$ cat src/rtl/float_add_pipe.sv
// Two-stage pipelined adder for unsigned {E, M} floats (value = M * 2^E), saturating to all ones.
// Define FLOAT_ADD_SAT_EN to add the sat flag and the saturating sat_count output.
module float_add_pipe #(
  parameter  int EXP_W  = 3,
  parameter  int MANT_W = 5,
  localparam int W      = EXP_W + MANT_W
) (
  input  logic         clk,
  input  logic         reset,
  input  logic         in_valid,
  output logic         in_ready,
  input  logic [W-1:0] a_in,
  input  logic [W-1:0] b_in,
  output logic         out_valid,
  input  logic         out_ready,
  output logic [W-1:0] result
`ifdef FLOAT_ADD_SAT_EN
  ,
  output logic         sat,
  output logic [7:0]   sat_count
`endif
);

  localparam logic [31:0] MANT_W_U = 32'(MANT_W);

  // Pipeline control
  logic r_s1_valid;
  logic r_s2_valid;
  logic w_s2_load;
  logic w_s1_adv;
  logic w_in_fire;

  assign w_s2_load = !r_s2_valid || out_ready;
  assign w_s1_adv  = r_s1_valid && w_s2_load;
  assign in_ready  = !r_s1_valid || w_s1_adv;
  assign w_in_fire = in_valid && in_ready;
  assign out_valid = r_s2_valid;

  // NOTE: every clocked block uses non-blocking (<=) assignments so all
  // registers sample pre-edge values and simulation matches the netlist.
  always_ff @(posedge clk or posedge reset) begin
    if (reset) begin
      r_s1_valid <= 1'b0;
      r_s2_valid <= 1'b0;
    end else begin
      if (w_in_fire)     r_s1_valid <= 1'b1;
      else if (w_s1_adv) r_s1_valid <= 1'b0;
      if (w_s2_load)     r_s2_valid <= r_s1_valid;
    end
  end

  // Stage 1: pick the larger exponent (A wins ties) and align the other mantissa
  logic [EXP_W-1:0]  w_a_e, w_b_e, w_e_large, w_e_small, w_diff;
  logic [MANT_W-1:0] w_a_m, w_b_m, w_m_large, w_m_small, w_m_aligned;
  logic              w_a_larger;
  logic              w_force;

  assign w_a_e      = a_in[W-1:MANT_W];
  assign w_a_m      = a_in[MANT_W-1:0];
  assign w_b_e      = b_in[W-1:MANT_W];
  assign w_b_m      = b_in[MANT_W-1:0];
  assign w_a_larger = (w_a_e >= w_b_e);
  assign w_e_large  = w_a_larger ? w_a_e : w_b_e;
  assign w_e_small  = w_a_larger ? w_b_e : w_a_e;
  assign w_m_large  = w_a_larger ? w_a_m : w_b_m;
  assign w_m_small  = w_a_larger ? w_b_m : w_a_m;
  assign w_diff     = w_e_large - w_e_small;
  assign w_force    = (a_in == {W{1'b1}}) || (b_in == {W{1'b1}});

  // NOTE: combinational blocks assign a default first so no path can infer a latch.
  always_comb begin
    w_m_aligned = '0;
    if (32'(w_diff) < MANT_W_U) w_m_aligned = w_m_small >> w_diff;
  end

  logic [EXP_W-1:0]  r_s1_e;
  logic [MANT_W-1:0] r_s1_m_large;
  logic [MANT_W-1:0] r_s1_m_small;
  logic              r_s1_force;

  // NOTE: datapath registers carry no reset; the valid bits alone qualify them.
  always_ff @(posedge clk) begin
    if (w_in_fire) begin
      r_s1_e       <= w_e_large;
      r_s1_m_large <= w_m_large;
      r_s1_m_small <= w_m_aligned;
      r_s1_force   <= w_force;
    end
  end

  // Stage 2: add, renormalise a carry by one place, saturate on overflow
  logic [MANT_W:0]  w_sum;
  logic             w_carry;
  logic [EXP_W-1:0] w_e_inc;
  logic             w_sat_next;
  logic [W-1:0]     w_result_next;

  assign w_sum      = {1'b0, r_s1_m_large} + {1'b0, r_s1_m_small};
  assign w_carry    = w_sum[MANT_W];
  assign w_e_inc    = r_s1_e + EXP_W'(1);
  assign w_sat_next = r_s1_force || (w_carry && (r_s1_e == {EXP_W{1'b1}}));

  always_comb begin
    w_result_next = {r_s1_e, w_sum[MANT_W-1:0]};
    if (w_sat_next)   w_result_next = {W{1'b1}};
    else if (w_carry) w_result_next = {w_e_inc, w_sum[MANT_W:1]};
  end

  logic [W-1:0] r_result;
  assign result = r_result;

`ifdef FLOAT_ADD_SAT_EN
  logic       r_sat;
  logic [7:0] r_sat_count;
  logic       w_out_fire;

  assign sat        = r_sat;
  assign sat_count  = r_sat_count;
  assign w_out_fire = r_s2_valid && out_ready;
`endif

  always_ff @(posedge clk or posedge reset) begin
    if (reset) begin
      r_result <= '0;
`ifdef FLOAT_ADD_SAT_EN
      r_sat    <= 1'b0;
`endif
    end else if (w_s1_adv) begin
      r_result <= w_result_next;
`ifdef FLOAT_ADD_SAT_EN
      r_sat    <= w_sat_next;
`endif
    end
  end

`ifdef FLOAT_ADD_SAT_EN
  // Counts delivered saturated results only, sticking at 255
  always_ff @(posedge clk or posedge reset) begin
    if (reset) begin
      r_sat_count <= '0;
    end else if (w_out_fire && r_sat && (r_sat_count != 8'hFF)) begin
      r_sat_count <= r_sat_count + 8'd1;
    end
  end
`endif

endmodule

$ cat config.mk
export PLATFORM = sky130hd
export DESIGN_NAME = float_add_pipe
export DESIGN_NICKNAME = d
export VERILOG_FILES = /design/src/rtl/float_add_pipe.sv
export SDC_FILE = /design/constraint.sdc
export NUM_CORES = 1
export LEC_CHECK = 0
export CAP_MARGIN = 20
export CORE_MARGIN = 2
export CORE_UTILIZATION = 40
export DETAILED_ROUTE_END_ITERATION = 16
export GPL_TIMING_DRIVEN = 0
export PLACE_DENSITY = 0.72
export SLEW_MARGIN = 25
export SYNTH_ARGS = -nofsm -noshare
export SYNTH_HDL_FRONTEND = slang
export SYNTH_SLANG_ARGS = --single-unit
$ cat constraint.sdc
create_clock -name clk -period 1.95 [get_ports clk]
set_input_delay 0.2925 -clock clk [delete_from_list [all_inputs] [get_ports clk]]
set_output_delay 0.2925 -clock clk [all_outputs]
set_load 0.03 [all_outputs]
==> impl_metrics.yaml, run 1 <==
setup_path:
  cp.required_ns: 1.98
  r2r_start: "r_s1_m_large[2]"
  reg2regPathDepth: 6
  cpPeakStageDelay_ns: 0.36
  critical_path.endpoint_type: "flop"
  crit_start: "b_in[7]"
  crit_arrival_ns: 2.24
  cp-start-kind: "input port"
  path_cells: "buf_8 -> inv_6 -> ha_4 -> a21o_1 -> a31o_4 -> nor3_4 -> a21oi_2 -> ha_2 -> nand2b_1 -> o41ai_2 -> a311oi_2 -> a2111o_1 -> o211ai_2"
  slowest_stage: "a311oi_2"
  critPathKind: "in -> reg"
  critical_path.max_fanout: 3
routing:
  dr_wl_met3_um: 145
  dr.pass1.iters: 6
  via_per_inst: 5.494
  wl_met1_mm: 1.482
  drc: 0
  drtIter0Drc: 34
  drt-total-wl_mm: 3.594
  wl_met2_mm: 1.903
  drtAntennaViolNets: 0
  wl_per_cell_um: 14.55
  top_layer_used: "met4"
  vias: 1357
global_route:
  antenna_found_initial: 0
  gr-total-overflow: 0
  grt_pass1_wl_mm: 6.099
  grt_max_degree: 16
  track_usage_pct: 17.31
  grt_pass1_vias: 1417
timing:
  hold_viol_final: 0
  final_max_slew_viol_count: 0
  finalSetupTns_ns: -1.083
  setup_viol: 5
  period_needed_ns: 2.204
  period_share_pct: 113.0
  worst_pin_slew_ns: 0.5867
  relSlewSlack_pct: 60.89
  rsz0062_at_grt: "yes"
  fin_ws_ns: -0.2537
  max_freq_mhz: 453.8
  fin_skew_ns: 0.01129
clock_network:
  root_buffer: "clkbuf_8"
  cts_max_level: 1
  cts_tree: "yes"
  clkLatencyLatePin_ns: 0.28
  clk_transition_reported_paths_ns: 0.09
  cts_buffers: 3
  clock_sinks: 24
  clockBufferDepth: 2
final_layout:
  fill_cells: 353
  drive_gt1_share_pct: 26.40
  final_common_cell: "clkdlybuf4s50_1"
  antenna_cells: 0
  finish.instance_area_mm2: 0.002278
  stdcell_count: 247
  fin_nets: 230
  syn_to_final_growth_pct: 35.29
  layout_common_cells: "clkdlybuf4s50_1, edfxtp_1, nor2_1"
logic_synthesis:
  syn_inst: 159
  ys.flop_type: "edfxtp_1"
  syn-cell-area_mm2: 0.001684
  synth_seq_cells: 24
  postSynth.asyncResetShare_pct: 41.67
  synth_cell_types: 42
  seq_area_frac_synth_pct: 39.82
  synth_nets: 191
  syn_avg_cell_area_um2: 10.59
  ys.warnings.count: 0
  synth-edff-count: 14
placed_design:
  placed_area_mm2: 0.002118
  hpwl_mm: 2.823
  io_buffers: 29
  place_congestion: 0.8141
  dp.cells: 238
floorplan:
  design.core.area_mm2: 0.004029
  die_w_um: 68.89
  io_pins: 30
  die_area_mm2: 0.004745
  start_util_pct: 41.80
  die_h_um: 68.89
  fp-row-count: 23
worst_hold_path:
  hold_path_class: "in -> async"
power:
  power_density_mw_per_mm2: 823.4
  p_sw_share_pct: 32.22
  peakVddDrop_uv: 278.2
  pwr-share-clk_pct: 23.3
  p_sw_mw: 0.6044
  pwr-share-seq_pct: 35.4
  power_mw: 1.876
  intPower_mw: 1.272
  p_leak_nw: 0.9296
  combinationalPowerShare_pct: 41.3
run:
  maxCapViolCount: 0
run_status:
  status: "complete, but fails checks"
  violations: "setup timing"
## critical path: cells and delay by family
kind | cells | cell delay, ns
buffers and inverters | 2 | 0.15
adders and majority gates | 2 | 0.37
and+or+nand+nor | 2 | 0.24
AOI/OAI and AO/OA | 7 | 1.18
## state kept, by name, indices dropped and copies added (netlist names)
register      flops
out_valid         1
r_s1_e            3
r_s1_force        1
r_s1_m_large      5
r_s1_m_small      5
r_s1_valid        1
result            8
## timing repair
item / 4_1_cts / 5_1_grt
pin swaps: 11 / 4
resized for setup: 44 / 9
buffers inserted: 8 / 1
setup endpoints to repair: 16 / 9
hold buffers: 0 / 0
hold endpoints to repair: 0 / 0
## synthesized netlist by cell type (all sizes together), types with 5 or more instances
cell type  instances  area share (%)
nand2             10             2.2
nand2b             5             2.3
nand4              6             2.2
edfxtp            14              25
nor2b              5             1.9
o21ai              6             1.8
dfrtp             10              15
ha                11             8.2
mux2i              7             4.2
mux2               7             4.7
nor2              11             2.5
a21oi             10             3.0
nor3               6             1.8
inv               12             2.7
## path summary, 6_finish.rpt
check | slack [ns] | to
setup / recovery | -0.25 | r_s1_m_small[0]
hold / removal | 0.28 | result[1]
setup reg to reg | 0.06 | result[3]
hold reg to reg | 0.52 | out_valid
max in group asynchronous | 1.39 | result[0]
min in group clk | 0.34 | r_s1_e[2]
## area by class of cell
class                   count  area [um2]  area share [%]
multi-input cells         119        1056           46.35
flip-flops and latches     24       670.6           29.43
repair buffers             38       355.3           15.60
inverters                  12       62.56           2.746
well taps                  50       62.56           2.746
clock buffers               3       41.29           1.812
clock inverters             1       30.03           1.318
## power groups by stage
stage / Sequential, mW / Combinational [mW] / Clock [mW]
3_3_place_gp: 0.670 / 0.711 / 0
2_1_floorplan: 0.761 / 0.412 / 0
4_1_cts: 0.666 / 0.757 / 0.446
3_5_place_dp: 0.677 / 0.735 / 0
5_1_grt: 0.672 / 0.851 / 0.465
6_report: 0.664 / 0.775 / 0.437
## kinds of logic after synthesis
group	count (synthesis)	synth area share, %
DFF	24	39.82
and+or+nand+nor	53	16.79
AOI/OAI and AO/OA	34	14.04
muxes	18	14.86
xor gates and xnor gates	2	1.040
buffers and inverters	16	4.085
adders and majority gates	12	9.361
## layer usage
metal,up-vias,global-route usage [%]
met5,-,0
met4,0,7.108
met3,7,2.110
met2,39,33.05
met1,639,19.20
li1,672,-
## per-stage QoR
stage                     setup WS (ns)  util, %  hold slack, ns
after floorplan                 -0.7292        -          0.1327
after global placement           -1.545    52.58          0.4768
after detailed placement         -1.604    52.58          0.4868
after CTS                       -0.2476    55.53          0.2983
after global routing            -0.3604    56.55          0.3155
final                           -0.2537    56.55          0.2847
Power figures use the tool's default switching activity.
==> run 2: changes to the inputs <==
Settings changed: ABC_AREA from default to 1, PLACE_DENSITY 0.72 to 0.7.
Clock period 1.95 ns to 2.4 ns, I/O delays scaled along.
==> run 2 against run 1 <==
Compared with the run above: the run now ends clean; worst setup slack better by 0.46 ns; routed wire length fell by 14%; critical endpoint unchanged; register-to-register slack improved by 0.57 ns; count of clock-buffer cells in the layout grew 1; sequential share of layout area up 2.2 points; global-route usage fell by 1.8 points; critical path depth increased by 5; area after synthesis fell by 3.9%; flip-flop and latch count stayed put; clock power shrank 39%.
==> impl_metrics.yaml, run 2 <==
setup_path:
  reg2regPathDepth: 9
  critical_path.max_fanout: 4
  r2r_slack_ns: 0.63
  r2r_start: "r_s1_m_large[2]"
  critical_path.endpoint_type: "flop"
  crit_arrival_ns: 2.22
  reg2reg_to: "result[5]"
  cp-start-kind: "input port"
  critPathKind: "in -> reg"
  crit_start: "b_in[6]"
  cp.required_ns: 2.43
  cp-endpoint: "r_s1_m_small[0]"
floorplan:
  io_pins: 30
  die_area_mm2: 0.004572
  design.core.area_mm2: 0.003943
  die_h_um: 67.62
  die_w_um: 67.62
  fp-row-count: 23
  start_util_pct: 41.07
routing:
  dr_wl_met3_um: 135
  wl_per_cell_um: 10.44
  drt-total-wl_mm: 3.091
  vias: 1403
  drtAntennaViolNets: 0
  drc: 0
  top_layer_used: "met4"
  wl_met2_mm: 1.524
  drtIter0Drc: 43
  wl_met1_mm: 1.341
  dr.pass1.iters: 4
  via_per_inst: 4.740
final_layout:
  syn_to_final_growth_pct: 30.83
  fill_cells: 357
  finish.instance_area_mm2: 0.002118
  antenna_cells: 0
  largest_reg_flops: 8
  fin_nets: 279
  layout_common_cells: "nand2_1, nand3_1, nor2_1"
  final_common_cell: "nand2_1"
  drive_gt1_share_pct: 14.23
placed_design:
  placed_area_mm2: 0.001972
  io_buffers: 29
  hpwl_mm: 2.487
  place_congestion: 0.8700
logic_synthesis:
  postSynth.asyncResetShare_pct: 41.67
  synth_top_family_by_area: "simple AND/OR/NAND/NOR gates"
  synth_compound_gate_area_share_pct: 6.105
  synth_mux_area_share_pct: 0
  ys.warnings.count: 0
  synth-edff-count: 14
  synth-adder-area-share_pct: 9.737
  synth_common_cells: "nand2_1, nor2_1, nand3_1"
  synth_nets: 239
  seq_area_frac_synth_pct: 41.42
  synth_area_leaders: "edfxtp_1, dfrtp_1, nand2_1, ha_1, nand3_1"
  syn-cell-area_mm2: 0.001619
  synth_simple_gate_area_share_pct: 35.32
  synth_cell_types: 27
  syn_avg_cell_area_um2: 7.822
  synth_top_area_share_pct: 25.97
  yosysMostFrequentCell: "nand2_1"
  yosysTopAreaCell: "edfxtp_1"
  ys.flop_type: "edfxtp_1"
  syn_inst: 207
  synth_xor_area_share_pct: 1.082
  synth_seq_cells: 24
timing:
  hold_viol_final: 0
  fin_skew_ns: 0.001690
  finalSetupTns_ns: 0
  worst_pin_slew_ns: 0.4733
  rsz0062_at_grt: "no"
  period_needed_ns: 2.192
  setup_viol: 0
  final_max_slew_viol_count: 0
  period_share_pct: 91.35
  relSlewSlack_pct: 68.41
  max_freq_mhz: 456.1
clock_network:
  cts_tree: "yes"
  hold_buffers: 0
  root_buffer: "clkbuf_8"
  clk_transition_reported_paths_ns: 0.08
  cts_max_level: 1
  clockBufferDepth: 2
  cts_buffers: 3
  clock_sinks: 24
  clkLatencyLatePin_ns: 0.26
power:
  p_leak_nw: 0.9863
  power_mw: 1.538
  power_density_mw_per_mm2: 726.2
  peakVddDrop_uv: 268.1
worst_hold_path:
  hold_path_class: "in -> async"
global_route:
  track_usage_pct: 15.52
  grt_pass1_vias: 1389
  antenna_found_initial: 0
  gr-total-overflow: 0
  grt_pass1_wl_mm: 5.402
  grt_max_degree: 15
run_status:
  status: "completed"
run:
  maxCapViolCount: 0
run 2: changes by cell type after synthesis, moves of 6 or more:
cell	previous run	this run
inv_1	12	24
mux2i_1	7	0
nor2_1	11	29
mux2_2	7	0
nand2_1	10	55
nand3_1	2	27
nor3_1	6	0
run 2: area by class of cell:
| class | instances | area (um2) | area share, % |
|---|---|---|---|
| buffer | 1 | 5.005 | 0.2363 |
| clock buffer | 4 | 55.05 | 2.599 |
| inverter | 26 | 97.59 | 4.607 |
| multi-input combinational | 156 | 910.9 | 43.00 |
| sequential | 24 | 670.6 | 31.66 |
| tap | 50 | 62.56 | 2.953 |
| timing repair buffer | 35 | 316.6 | 14.94 |
run 2: what timing repair did:
item	in CTS	in global routing
buffers inserted	6	0
endpoints found under the setup margin	5	5
cloned	0	0
pin swaps	5	2
resized for setup	17	10
run 2: worst min-delay path by stage:
stage	depth (start not counted)	startpoint	slack, ns	end
2_1_floorplan	1	reset	0.20	out_valid
5_1_grt	2	reset	0.40	result[2]
4_1_cts	2	reset	0.37	result[1]
3_5_place_dp	2	result[3]	0.50	result[3]
6_report	2	reset	0.36	result[3]
3_3_place_gp	2	result[5]	0.49	result[5]
run 2: cell families (layout without fill, tap and decap cells):
kind of cell,after synthesis,count (layout)
xor gates and xnor gates,2,2
buffers and inverters,27,66
adders and majority gates,12,12
AOI/OAI and AO/OA,16,16
DFF,24,24
and+or+nand+nor,126,126
run 2: per-layer routing:
metal	track usage [%]	vias to the layer above
met2	28.19	38
met3	1.667	7
met1	17.08	595
met4	9.694	0
met5	0	-
li1	-	763
run 2: where the power goes:
part           internal, mW  switching (mW)
clock                 0.146           0.119
sequential            0.534          0.0376
combinational         0.297           0.405
total                 0.977           0.562
run 2: critical path: stages:
cell and delay, ns:
dlygate4sd2_1 0.27, inv_2 0.10, ha_4 0.21, nand2_1 0.06, inv_1 0.06, nand2_4 0.09
nand2_8 0.06, nor2_2 0.10, a21oi_2 0.05, o21bai_2 0.21, ha_4 0.30, nor2_2 0.05
nand3_1 0.07, nand2_1 0.05, inv_1 0.04, nand2_1 0.04, nand2_1 0.06, nand2_1 0.04
run 2: per-stage QoR:
step	util, %	hold WS, ns	cells	worst slack (ns)
floorplan	-	0.2002	207	0.003430
global placement	50.02	0.4895	286	-0.7639
detailed placement	50.02	0.4997	286	-0.7522
CTS	53.35	0.3742	296	0.1085
global route	53.73	0.3952	296	0.03082
finish	53.73	0.3647	296	0.2076
